`config.mk`:
```
export PLATFORM = sky130hd
export DESIGN_NAME = fp_add_sub_seq
export DESIGN_NICKNAME = d
export VERILOG_FILES = /design/src/rtl/fp_pkg.sv /design/src/rtl/fp_unpack_classify.sv /design/src/rtl/fp_add_sub_seq.sv
export SDC_FILE = /design/constraint.sdc
export NUM_CORES = 1
export LEC_CHECK = 0
export BUFFER_PORTS_ARGS = -buffer_cell sky130_fd_sc_hd__buf_2
export CORE_MARGIN = 2
export CORE_UTILIZATION = 40
export DETAILED_ROUTE_END_ITERATION = 10
export MAX_ROUTING_LAYER = met4
export PLACE_DENSITY = 0.62
export SLEW_MARGIN = 10
export SYNTH_ARGS = -nofsm -noshare
export SYNTH_HDL_FRONTEND = slang
export SYNTH_SLANG_ARGS = --single-unit
```
`constraint.sdc`:
```
create_clock -name clk -period 6.6 [get_ports clk]
set_input_delay 0.33 -clock clk [delete_from_list [all_inputs] [get_ports clk]]
set_output_delay 0.33 -clock clk [all_outputs]
set_load 0.05 [all_outputs]
```
`src/rtl/fp_pkg.sv`:
```
`default_nettype none
// -----------------------------------------------------------------------------
// fp_pkg : state/class encodings, flag masks and constant-word builders.
// Rev 1.0
// -----------------------------------------------------------------------------
package fp_pkg;

  typedef enum logic [2:0] {
    S_IDLE    = 3'd0,
    S_UNPACK  = 3'd1,
    S_SPECIAL = 3'd2,
    S_ALIGN   = 3'd3,
    S_ADD     = 3'd4,
    S_NORM    = 3'd5,
    S_ROUND   = 3'd6,
    S_DONE    = 3'd7
  } state_t;

  typedef enum logic [1:0] {
    CLS_ZERO = 2'd0,
    CLS_NORM = 2'd1,
    CLS_INF  = 2'd2,
    CLS_NAN  = 2'd3
  } cls_t;

  localparam int FLG_INX = 0;
  localparam int FLG_UNF = 1;
  localparam int FLG_OVF = 2;
  localparam int FLG_INV = 3;

  localparam logic [3:0] FLAG_INX = 4'b0001;
  localparam logic [3:0] FLAG_UNF = 4'b0010;
  localparam logic [3:0] FLAG_OVF = 4'b0100;
  localparam logic [3:0] FLAG_INV = 4'b1000;

  // Words are built in a 64-bit container and sized down by the caller.
  function automatic logic [63:0] fp_inf(input logic sign, input int exp_w, input int man_w);
    logic [63:0] w;
    w = '0;
    for (int i = 0; i < exp_w; i++) w[man_w+i] = 1'b1;
    w[man_w+exp_w] = sign;
    return w;
  endfunction

  function automatic logic [63:0] fp_qnan(input int exp_w, input int man_w);
    logic [63:0] w;
    w = fp_inf(1'b0, exp_w, man_w);
    w[man_w-1] = 1'b1;
    return w;
  endfunction

endpackage
`default_nettype wire

```
`src/rtl/fp_unpack_classify.sv`:
```
`default_nettype none
// -----------------------------------------------------------------------------
// fp_unpack_classify : splits a packed word into sign/exponent/mantissa and class.
// Rev 1.0
// -----------------------------------------------------------------------------
module fp_unpack_classify
  import fp_pkg::*;
#(
  parameter int EXP_W = 8,
  parameter int MAN_W = 23
) (
  input  logic [EXP_W+MAN_W:0] i_word,
  output logic                 o_sign,
  output logic [EXP_W-1:0]     o_exp,
  output logic [MAN_W:0]       o_man,
  output cls_t                 o_cls
);

  logic w_exp_zero;
  logic w_exp_ones;
  logic w_frac_nz;

  assign o_sign     = i_word[EXP_W+MAN_W];
  assign o_exp      = i_word[EXP_W+MAN_W-1:MAN_W];
  assign w_exp_zero = (o_exp == '0);
  assign w_exp_ones = &o_exp;
  assign w_frac_nz  = |i_word[MAN_W-1:0];

  // Subnormals collapse to a signed zero here, so no later stage sees them.
  assign o_man = w_exp_zero ? '0 : {1'b1, i_word[MAN_W-1:0]};

  always_comb begin
    o_cls = CLS_NORM;
    if (w_exp_ones)      o_cls = w_frac_nz ? CLS_NAN : CLS_INF;
    else if (w_exp_zero) o_cls = CLS_ZERO;
  end

endmodule
`default_nettype wire

```
`src/rtl/fp_add_sub_seq.sv`:
```
`default_nettype none
// -----------------------------------------------------------------------------
// fp_add_sub_seq : multi-cycle IEEE-754-style add/sub, RNE, flush-to-zero, flags.
// Rev 1.0
// -----------------------------------------------------------------------------
module fp_add_sub_seq
  import fp_pkg::*;
#(
  parameter int EXP_W = 8,
  parameter int MAN_W = 23
) (
  input  logic                 clk,
  input  logic                 rst,
  input  logic                 start,
  input  logic                 sub,
  input  logic [EXP_W+MAN_W:0] a,
  input  logic [EXP_W+MAN_W:0] b,
  output logic                 busy,
  output logic                 done,
  output logic [EXP_W+MAN_W:0] result,
  output logic [3:0]           flags
);

  localparam int c_w  = 1 + EXP_W + MAN_W;
  localparam int c_mw = MAN_W + 4;
  localparam int c_xw = EXP_W + 2;
  localparam logic [EXP_W-1:0]        c_d_max   = EXP_W'(MAN_W + 3);
  localparam logic [EXP_W-1:0]        c_d_one   = EXP_W'(1);
  localparam logic signed [c_xw-1:0]  c_exp_one = c_xw'(1);
  localparam logic signed [c_xw-1:0]  c_exp_max = c_xw'((1 << EXP_W) - 1);

  state_t r_state, w_next;

  logic [c_w-1:0]          r_a, r_b, r_result;
  logic [3:0]              r_flags;
  logic                    r_eff_sub, r_sign;
  logic signed [c_xw-1:0]  r_exp;
  logic [EXP_W-1:0]        r_d;
  logic [c_mw-1:0]         r_mbig, r_msml;

  logic             w_sa, w_sb;
  logic [EXP_W-1:0] w_ea, w_eb;
  logic [MAN_W:0]   w_ma, w_mb;
  cls_t             w_ca, w_cb;

  fp_unpack_classify #(.EXP_W(EXP_W), .MAN_W(MAN_W)) u_unpack_a (
    .i_word(r_a), .o_sign(w_sa), .o_exp(w_ea), .o_man(w_ma), .o_cls(w_ca)
  );
  fp_unpack_classify #(.EXP_W(EXP_W), .MAN_W(MAN_W)) u_unpack_b (
    .i_word(r_b), .o_sign(w_sb), .o_exp(w_eb), .o_man(w_mb), .o_cls(w_cb)
  );

  logic w_a_ge, w_special, w_nan_out;
  assign w_a_ge    = (w_ea > w_eb) || ((w_ea == w_eb) && (w_ma >= w_mb));
  assign w_special = (w_ca != CLS_NORM) || (w_cb != CLS_NORM);
  assign w_nan_out = (w_ca == CLS_NAN) || (w_cb == CLS_NAN) ||
                     ((w_ca == CLS_INF) && (w_cb == CLS_INF) && (w_sa != w_sb));

  // |big| >= |small| is guaranteed by the swap, so the difference never borrows.
  logic [c_mw:0] w_sum;
  assign w_sum = r_eff_sub ? ({1'b0, r_mbig} - {1'b0, r_msml})
                           : ({1'b0, r_mbig} + {1'b0, r_msml});

  logic [MAN_W:0]         w_keep;
  logic                   w_up;
  logic [MAN_W+1:0]       w_rnd;
  logic [MAN_W-1:0]       w_rfrac;
  logic signed [c_xw-1:0] w_rexp;
  assign w_keep  = r_mbig[c_mw-1:3];
  assign w_up    = r_mbig[2] & (r_mbig[1] | r_mbig[0] | w_keep[0]);
  assign w_rnd   = {1'b0, w_keep} + {{(MAN_W+1){1'b0}}, w_up};
  assign w_rfrac = w_rnd[MAN_W+1] ? w_rnd[MAN_W:1] : w_rnd[MAN_W-1:0];
  assign w_rexp  = r_exp + (w_rnd[MAN_W+1] ? c_exp_one : '0);

  always_ff @(posedge clk or posedge rst) begin
    if (rst) r_state <= S_IDLE;
    else     r_state <= w_next;
  end

  always_comb begin
    w_next = r_state;
    case (r_state)
      S_IDLE:    if (start) w_next = S_UNPACK;
      S_UNPACK:  w_next = w_special ? S_SPECIAL : S_ALIGN;
      S_SPECIAL: w_next = S_DONE;
      S_ALIGN:   if ((r_d <= c_d_one) || (r_d > c_d_max)) w_next = S_ADD;
      S_ADD:     w_next = S_NORM;
      S_NORM: begin
        if (r_mbig == '0)                              w_next = S_DONE;
        else if (r_mbig[c_mw-1] || (r_exp == c_exp_one)) w_next = S_ROUND;
      end
      S_ROUND:   w_next = S_DONE;
      S_DONE:    w_next = S_IDLE;
      default:   w_next = S_IDLE;
    endcase
  end

  always_ff @(posedge clk or posedge rst) begin
    if (rst) begin
      r_a       <= '0;
      r_b       <= '0;
      r_result  <= '0;
      r_flags   <= '0;
      r_eff_sub <= 1'b0;
      r_sign    <= 1'b0;
      r_exp     <= '0;
      r_d       <= '0;
      r_mbig    <= '0;
      r_msml    <= '0;
    end else begin
      case (r_state)
        S_IDLE: if (start) begin
          r_a <= a;
          r_b <= {b[c_w-1] ^ sub, b[c_w-2:0]};
        end
        S_UNPACK: begin
          r_eff_sub <= w_sa ^ w_sb;
          if (w_a_ge) begin
            r_sign <= w_sa;
            r_exp  <= $signed({2'b00, w_ea});
            r_mbig <= {w_ma, 3'b000};
            r_msml <= {w_mb, 3'b000};
            r_d    <= w_ea - w_eb;
          end else begin
            r_sign <= w_sb;
            r_exp  <= $signed({2'b00, w_eb});
            r_mbig <= {w_mb, 3'b000};
            r_msml <= {w_ma, 3'b000};
            r_d    <= w_eb - w_ea;
          end
        end
        S_SPECIAL: begin
          r_flags <= '0;
          if (w_nan_out) begin
            r_result <= c_w'(fp_qnan(EXP_W, MAN_W));
            r_flags  <= FLAG_INV;
          end else if (w_ca == CLS_INF)                       r_result <= r_a;
          else if (w_cb == CLS_INF)                           r_result <= r_b;
          else if ((w_ca == CLS_ZERO) && (w_cb == CLS_ZERO))  r_result <= {w_sa & w_sb, {(c_w-1){1'b0}}};
          else if (w_ca == CLS_ZERO)                          r_result <= r_b;
          else                                                r_result <= r_a;
        end
        S_ALIGN: begin
          if (r_d > c_d_max) begin
            r_msml <= {{(c_mw-1){1'b0}}, |r_msml};
            r_d    <= '0;
          end else if (r_d != '0) begin
            r_msml <= {1'b0, r_msml[c_mw-1:2], r_msml[1] | r_msml[0]};
            r_d    <= r_d - c_d_one;
          end
        end
        S_ADD: begin
          if (w_sum[c_mw]) begin
            r_mbig <= {w_sum[c_mw:2], w_sum[1] | w_sum[0]};
            r_exp  <= r_exp + c_exp_one;
          end else begin
            r_mbig <= w_sum[c_mw-1:0];
          end
        end
        S_NORM: begin
          if (r_mbig == '0) begin
            r_result <= '0;
            r_flags  <= '0;
          end else if (!r_mbig[c_mw-1] && (r_exp != c_exp_one)) begin
            r_mbig <= {r_mbig[c_mw-2:0], 1'b0};
            r_exp  <= r_exp - c_exp_one;
          end
        end
        S_ROUND: begin
          // A hidden bit still clear here means the value sits below min normal.
          if (!r_mbig[c_mw-1]) begin
            r_result <= {r_sign, {(c_w-1){1'b0}}};
            r_flags  <= FLAG_UNF | FLAG_INX;
          end else if (w_rexp >= c_exp_max) begin
            r_result <= c_w'(fp_inf(r_sign, EXP_W, MAN_W));
            r_flags  <= FLAG_OVF | FLAG_INX;
          end else begin
            r_result <= {r_sign, w_rexp[EXP_W-1:0], w_rfrac};
            r_flags  <= {3'b000, |r_mbig[2:0]};
          end
        end
        default: ;
      endcase
    end
  end

  assign busy   = (r_state != S_IDLE);
  assign done   = (r_state == S_DONE);
  assign result = r_result;
  assign flags  = r_flags;

endmodule
`default_nettype wire

```
## Word level (Yosys, flattened, before mapping)

Index checks and enable logic that the tools add are counted.

| operators by class | value |
|---|---|
| add/sub/neg operators | 9 |
| reduce and logical (&&, ||, !) cells | 36 |
| bitwise operators | 8 |
| mux-type cells | 50 |
| equal/unequal tests | 25 |
| $lt $le $gt $ge | 5 |

Operator list:

| cell | number |
|---|---|
| 2-to-1 mux 32 bit | 6 |
| 2-to-1 mux 27 bit | 7 |
| one-hot mux 32 bit (3 select lines) | 1 |
| one-hot mux 27 bit (3 select lines) | 1 |
| 2-to-1 mux 31 bit | 2 |
| one-hot mux 27 bit (2 select lines) | 1 |
| 2-to-1 mux 24 bit | 2 |
| OR reduction 23 bit | 2 |
| 2-to-1 mux 8 bit | 4 |
| 2-to-1 mux 10 bit | 3 |
| one-hot mux 10 bit (3 select lines) | 1 |
| adder 27 x 27 -> 28 bit | 1 |
| 2-to-1 mux 28 bit | 1 |
| subtractor 27 x 27 -> 28 bit | 1 |
| zero test 27 bit | 1 |
| OR reduction 27 bit | 1 |
| adder 24 x 1 -> 25 bit | 1 |
| greater-or-equal comparator 24 bit | 1 |
| 2-to-1 mux 23 bit | 1 |
| one-hot mux 3 bit (7 select lines) | 1 |
| 2-to-1 mux 3 bit | 6 |
| zero test 8 bit | 2 |
| one-hot mux 8 bit (2 select lines) | 1 |
| AND reduction 8 bit | 2 |
| other kinds (40) | 83 |

| word-level totals | value |
|---|---|
| output and inout bits | 38 |
| register bits | 177 |

## Logic depth before layout (Yosys ltp)

| logic depth | value |
|---|---|
| word-level depth | 10 |
| gate-level depth with buffers | 21 |

## Modules after synthesis

Synthesis repeated with hierarchy kept, for this count alone.

| second synthesis, totals | value |
|---|---|
| cell total of the unflattened synthesis | 1627 |
| area total of the unflattened synthesis | 14048.5 um2 |

By module, submodules not included:

| module | cells each | area an instance (um2) | seq. area each (um2) | times used |
|---|---|---|---|---|
| fp_add_sub_seq | 1525 | 13402.9 | 4429.2 | 1 |
| fp_unpack_classify | 51 | 322.8 | 0.0 | 2 |

## Least setup slack after synthesis

Ideal clock, no wire load.

| path | value |
|---|---|
| kind | register -> register |
| start | reg r_msml[7] |
| end | reg r_exp[1] |
| arrival time | 3958 ps |
| setup slack | 2514 ps |
| stages on the path, launching flop included | 18 |
| required time | 6472 ps |
| period minus slack after synthesis | 4086 ps |
| cell sequence | dfrtp_1 -> nor4_1 -> nand2b_1 -> nor3b_1 -> nand2_1 -> nor3b_1 -> a21oi_1 -> xnor2_1 -> ha_1 -> o21a_1 -> o21a_1 -> o21ai_0 -> nor2b_1 -> a221oi_2 -> and2_4 -> buf_12 -> o21ai_4 -> mux2_1 |

| between the ends | value |
|---|---|
| word-level cells in the longest chain between the ends | 4 |
| elaborated cells on any way between the ends | 5 |
| classes of those cells | 2 x add/sub; 1 x eq/ne; 1 x mux; 1 x reduce/logical |

RTL lines:

| what | RTL line | text |
|---|---|---|
| from (decl) | fp_add_sub_seq.sv:39 | `logic [c_mw-1:0] r_mbig, r_msml;` |
| from (signal assigned) | fp_add_sub_seq.sv:122 | `r_msml <= {w_mb, 3'b000};` |
| from (signal assigned) | fp_add_sub_seq.sv:128 | `r_msml <= {w_ma, 3'b000};` |
| from (signal assigned) | fp_add_sub_seq.sv:145 | `r_msml <= {{(c_mw-1){1'b0}}, \|r_msml};` |
| adder 27 x 27 -> 28 bit / subtractor 27 x 27 -> 28 bit (equally long branches) | fp_add_sub_seq.sv:62, fp_add_sub_seq.sv:61 |  |
| 2-to-1 mux 28 bit (*) | fp_add_sub_seq.sv:61 | `assign w_sum = r_eff_sub ? ({1'b0, r_mbig} - {1'b0, r_msml})` |
| inequality test 2 bit (no source line) (*) | - |  |
| AND reduction 4 bit (no source line) (*) | - |  |
| to (signal assigned) | fp_add_sub_seq.sv:120 | `r_exp <= $signed({2'b00, w_ea});` |
| to (signal assigned) | fp_add_sub_seq.sv:126 | `r_exp <= $signed({2'b00, w_eb});` |
| to (signal assigned) | fp_add_sub_seq.sv:155 | `r_exp <= r_exp + c_exp_one;` |
| to (decl) | fp_add_sub_seq.sv:37 | `logic signed [c_xw-1:0] r_exp;` |

Every way passes the cells marked *; elsewhere a longest branch is shown, timed or not.
A chain may end at the register's enable or synchronous reset.

## Worst setup path after layout

Ends and elaborated chain as after synthesis.

==> results.cfg <==
[yosys]
synth-edff-count = 0
seq_area_frac_synth_pct = 32.4
synth_fp_nets = 1779
yosysWarnings = 0
synth_area_leaders = dfrtp_1 (32%), ha_1 (7.0%), nand2_1 (5.2%)
synth_largest_area_cell = dfrtp_1
ys_ff_latch = 177
synth.top_cell.area_share_pct = 32.4
netlist_instances = 1631
postSynth.asyncResetShare_pct = 100
syn_avg_cell_area_um2 = 8.38
synth_cell_types = 76
synth-main-ff-cell = dfrtp_1
syn_area_um2 = 13700

[floorplan]
core-area_um2 = 33600
die_width_um = 189
dieArea_um2 = 35700
start_util_pct = 40.7
ios = 106
die_h_um = 189
rows = 67

[setup_path]
ff2ff_path_depth = 16
cp_data_arrival_time_ns = 5.64
worstSetupStartpointType = flop
critPathSlowestCell = and2_4
cp-end-kind = flop
path_cells = nor4_1 > nand2b_1 > nor3b_1 > nand2_1 > nor3b_1 > a21oi_1 > xnor2_1 > ha_1 > o21a_1 > o21a_1 > o21ai_0 > nor2_1 > a221oi_2 > and2_4 > o21ai_4 > mux2_1
cpPeakStageDelay_ns = 0.62
crit_fanout = 37
required_ns = 6.92
worstSetupPathType = flop to flop

[timing]
tns_ns = 0
period_minus_slack_ns = 5.31
rsz0062_at_grt = false
hold_viol = 0
worst_pin_slew_ns = 1.15
slew_headroom_pct = 23.4
timing.final.crit_share_pct = 80.5
finalMaxSlewViolations = 0
finalSetupViolCount = 0
clock-skew-final_ns = 0.0143
max_freq_mhz = 188

[finish]
antenna_cells = 0
drive_above_1_share_pct = 13.5
fillCellCount = 3311
multi_input_area_um2 = 8560
nNetsFinal = 1816
area_growth_pct = 10.1
layout_commonest_cell = nand2_1
regArea_um2 = 4430
layout_common_cells = nand2_1 (188), dfrtp_1 (177), a21oi_1 (122)

[clock_tree]
clock_latency_ns = 0.45
cts_sinks = 177
cts_resized = 0
numCtsBuffers = 17
cts_hold_buf = 0
clk_path_buf_depth = 2
clkTransAtPathRegs_ns = 0.07
h-tree-depth = 4
cts_setup_buffers = 0
cts_tree = yes
root_buffer = clkbuf_16

[global_routing]
grt_max_degree = 103
grt_pass1_vias = 11800
track_usage_pct = 25.4
grt_pass1_wl_mm = 68.6
antenna_found_initial = 0
grt-ovfl-total = 0

[drt]
wl_mm = 44.1
viasPerCell = 6.00
vias = 12800
ant_nets = 0
wl_per_cell_um = 20.7
drc = 0
firstDrtPassIters = 5
dr.first_iter.drc_count = 1398

[worst_hold_path]
holdCritPathClass = input port to asynchronous set/reset pin

[flow_run]
drv_cap = 0

[status]
outcome = finished, final reports clean

[placement]
io_buffers = 105
place_congestion = 0.932
hpwl_mm = 33.2
## worst paths after layout
path,to,start,slack (ns)
setup reg to reg,r_exp[1],r_msml[7],1.29
max in group asynchronous,result[7],rst,4.97
hold / removal,r_a[23],rst,0.09
min in group clk,r_a[24],a[24],0.09
hold reg to reg,flags[0],flags[0],0.48
setup / recovery,r_exp[1],r_msml[7],1.29
## kinds of logic (layout without fill, tap and decap cells)
logic type / Yosys count / after routing / share of synthesized area, %
AND/OR/NAND/NOR: 572 / 572 / 20.1
AO/OA/AOI/OAI: 430 / 430 / 20.5
flip-flops: 177 / 177 / 32.4
buffers and inverters: 173 / 223 / 5.24
multiplexers: 117 / 117 / 9.05
XOR/XNOR: 82 / 82 / 5.25
adder cells (fa/ha/maj): 80 / 80 / 7.49
## sequential cells by signal, summed over array words and instances, names as in the netlist
signal     count
r_eff_sub      1
r_d            8
r_b           32
r_sign         1
r_state        3
result        32
r_a           32
flags          4
r_exp         10
r_mbig        27
r_msml        27
## cell usage after synthesis (4+ instances only)
cell type / instances
nor3_1: 35
mux2i_1: 64
ha_1: 77
a21oi_1: 123
or2_2: 6
o21a_1: 27
nor2_1: 115
o2bb2ai_1: 10
inv_1: 69
xnor2_1: 54
nand3_1: 88
o2111ai_1: 10
clkbuf_1: 83
a221oi_1: 7
or2_1: 4
o21ai_1: 27
or3_1: 6
o21ai_0: 78
nor2b_1: 18
mux2_2: 50
and2_1: 5
xor2_1: 28
a31oi_1: 13
nand2b_1: 12
nor4_1: 25
o221ai_1: 45
o211ai_1: 26
o22ai_1: 7
and3_1: 29
a211oi_1: 9
nor3b_1: 6
a21o_1: 10
dfrtp_1: 177
nand4_1: 16
buf_1: 7
nand2_1: 188
buf_2: 9
## through the flow
step	instances	area [um2]	hold slack, ns	worst slack, ns	utilization, %
floorplan	1631	13700	0.442	1.47	-
global placement	2097	14500	0.457	1.50	43.1
detailed placement	2097	14500	0.463	1.46	43.1
CTS	2129	15100	0.0840	1.43	44.8
global route	2129	15100	0.0960	0.970	44.8
finish	2129	15100	0.0897	1.29	44.8
## worst max-delay path: cells and delay by family, from the launching register on
family	cells	cell delay [ns]
DFF	1	0.45
adders and majority gates	1	0.37
AOI/OAI and AO/OA	6	1.19
and+or+nand+nor	7	2.50
xor gates and xnor gates	1	0.34
muxes	1	0.34
## layout make-up
type | count | share of cell area [%]
Multi-Input combinational cell | 1281 | 56.9
Inverter | 69 | 1.75
Tap cell | 448 | 3.72
Clock buffer | 18 | 2.92
Timing Repair Buffer | 122 | 4.42
Sequential cell | 177 | 29.4
Clock inverter | 14 | 0.881
## routing by layer
layer | vias up | part of all wire, % | global-route usage, %
met5 | - | 0 | -
met1 | 6230 | 47 | 36.6
met2 | 484 | 44 | 36.8
met3 | 54 | 7.1 | 4.21
li1 | 6014 | - | -
met4 | 0 | 2.2 | 6.91
Power is not shown: default switching activity piles up to over one toggle a cycle in this logic, so the estimate is an artifact.
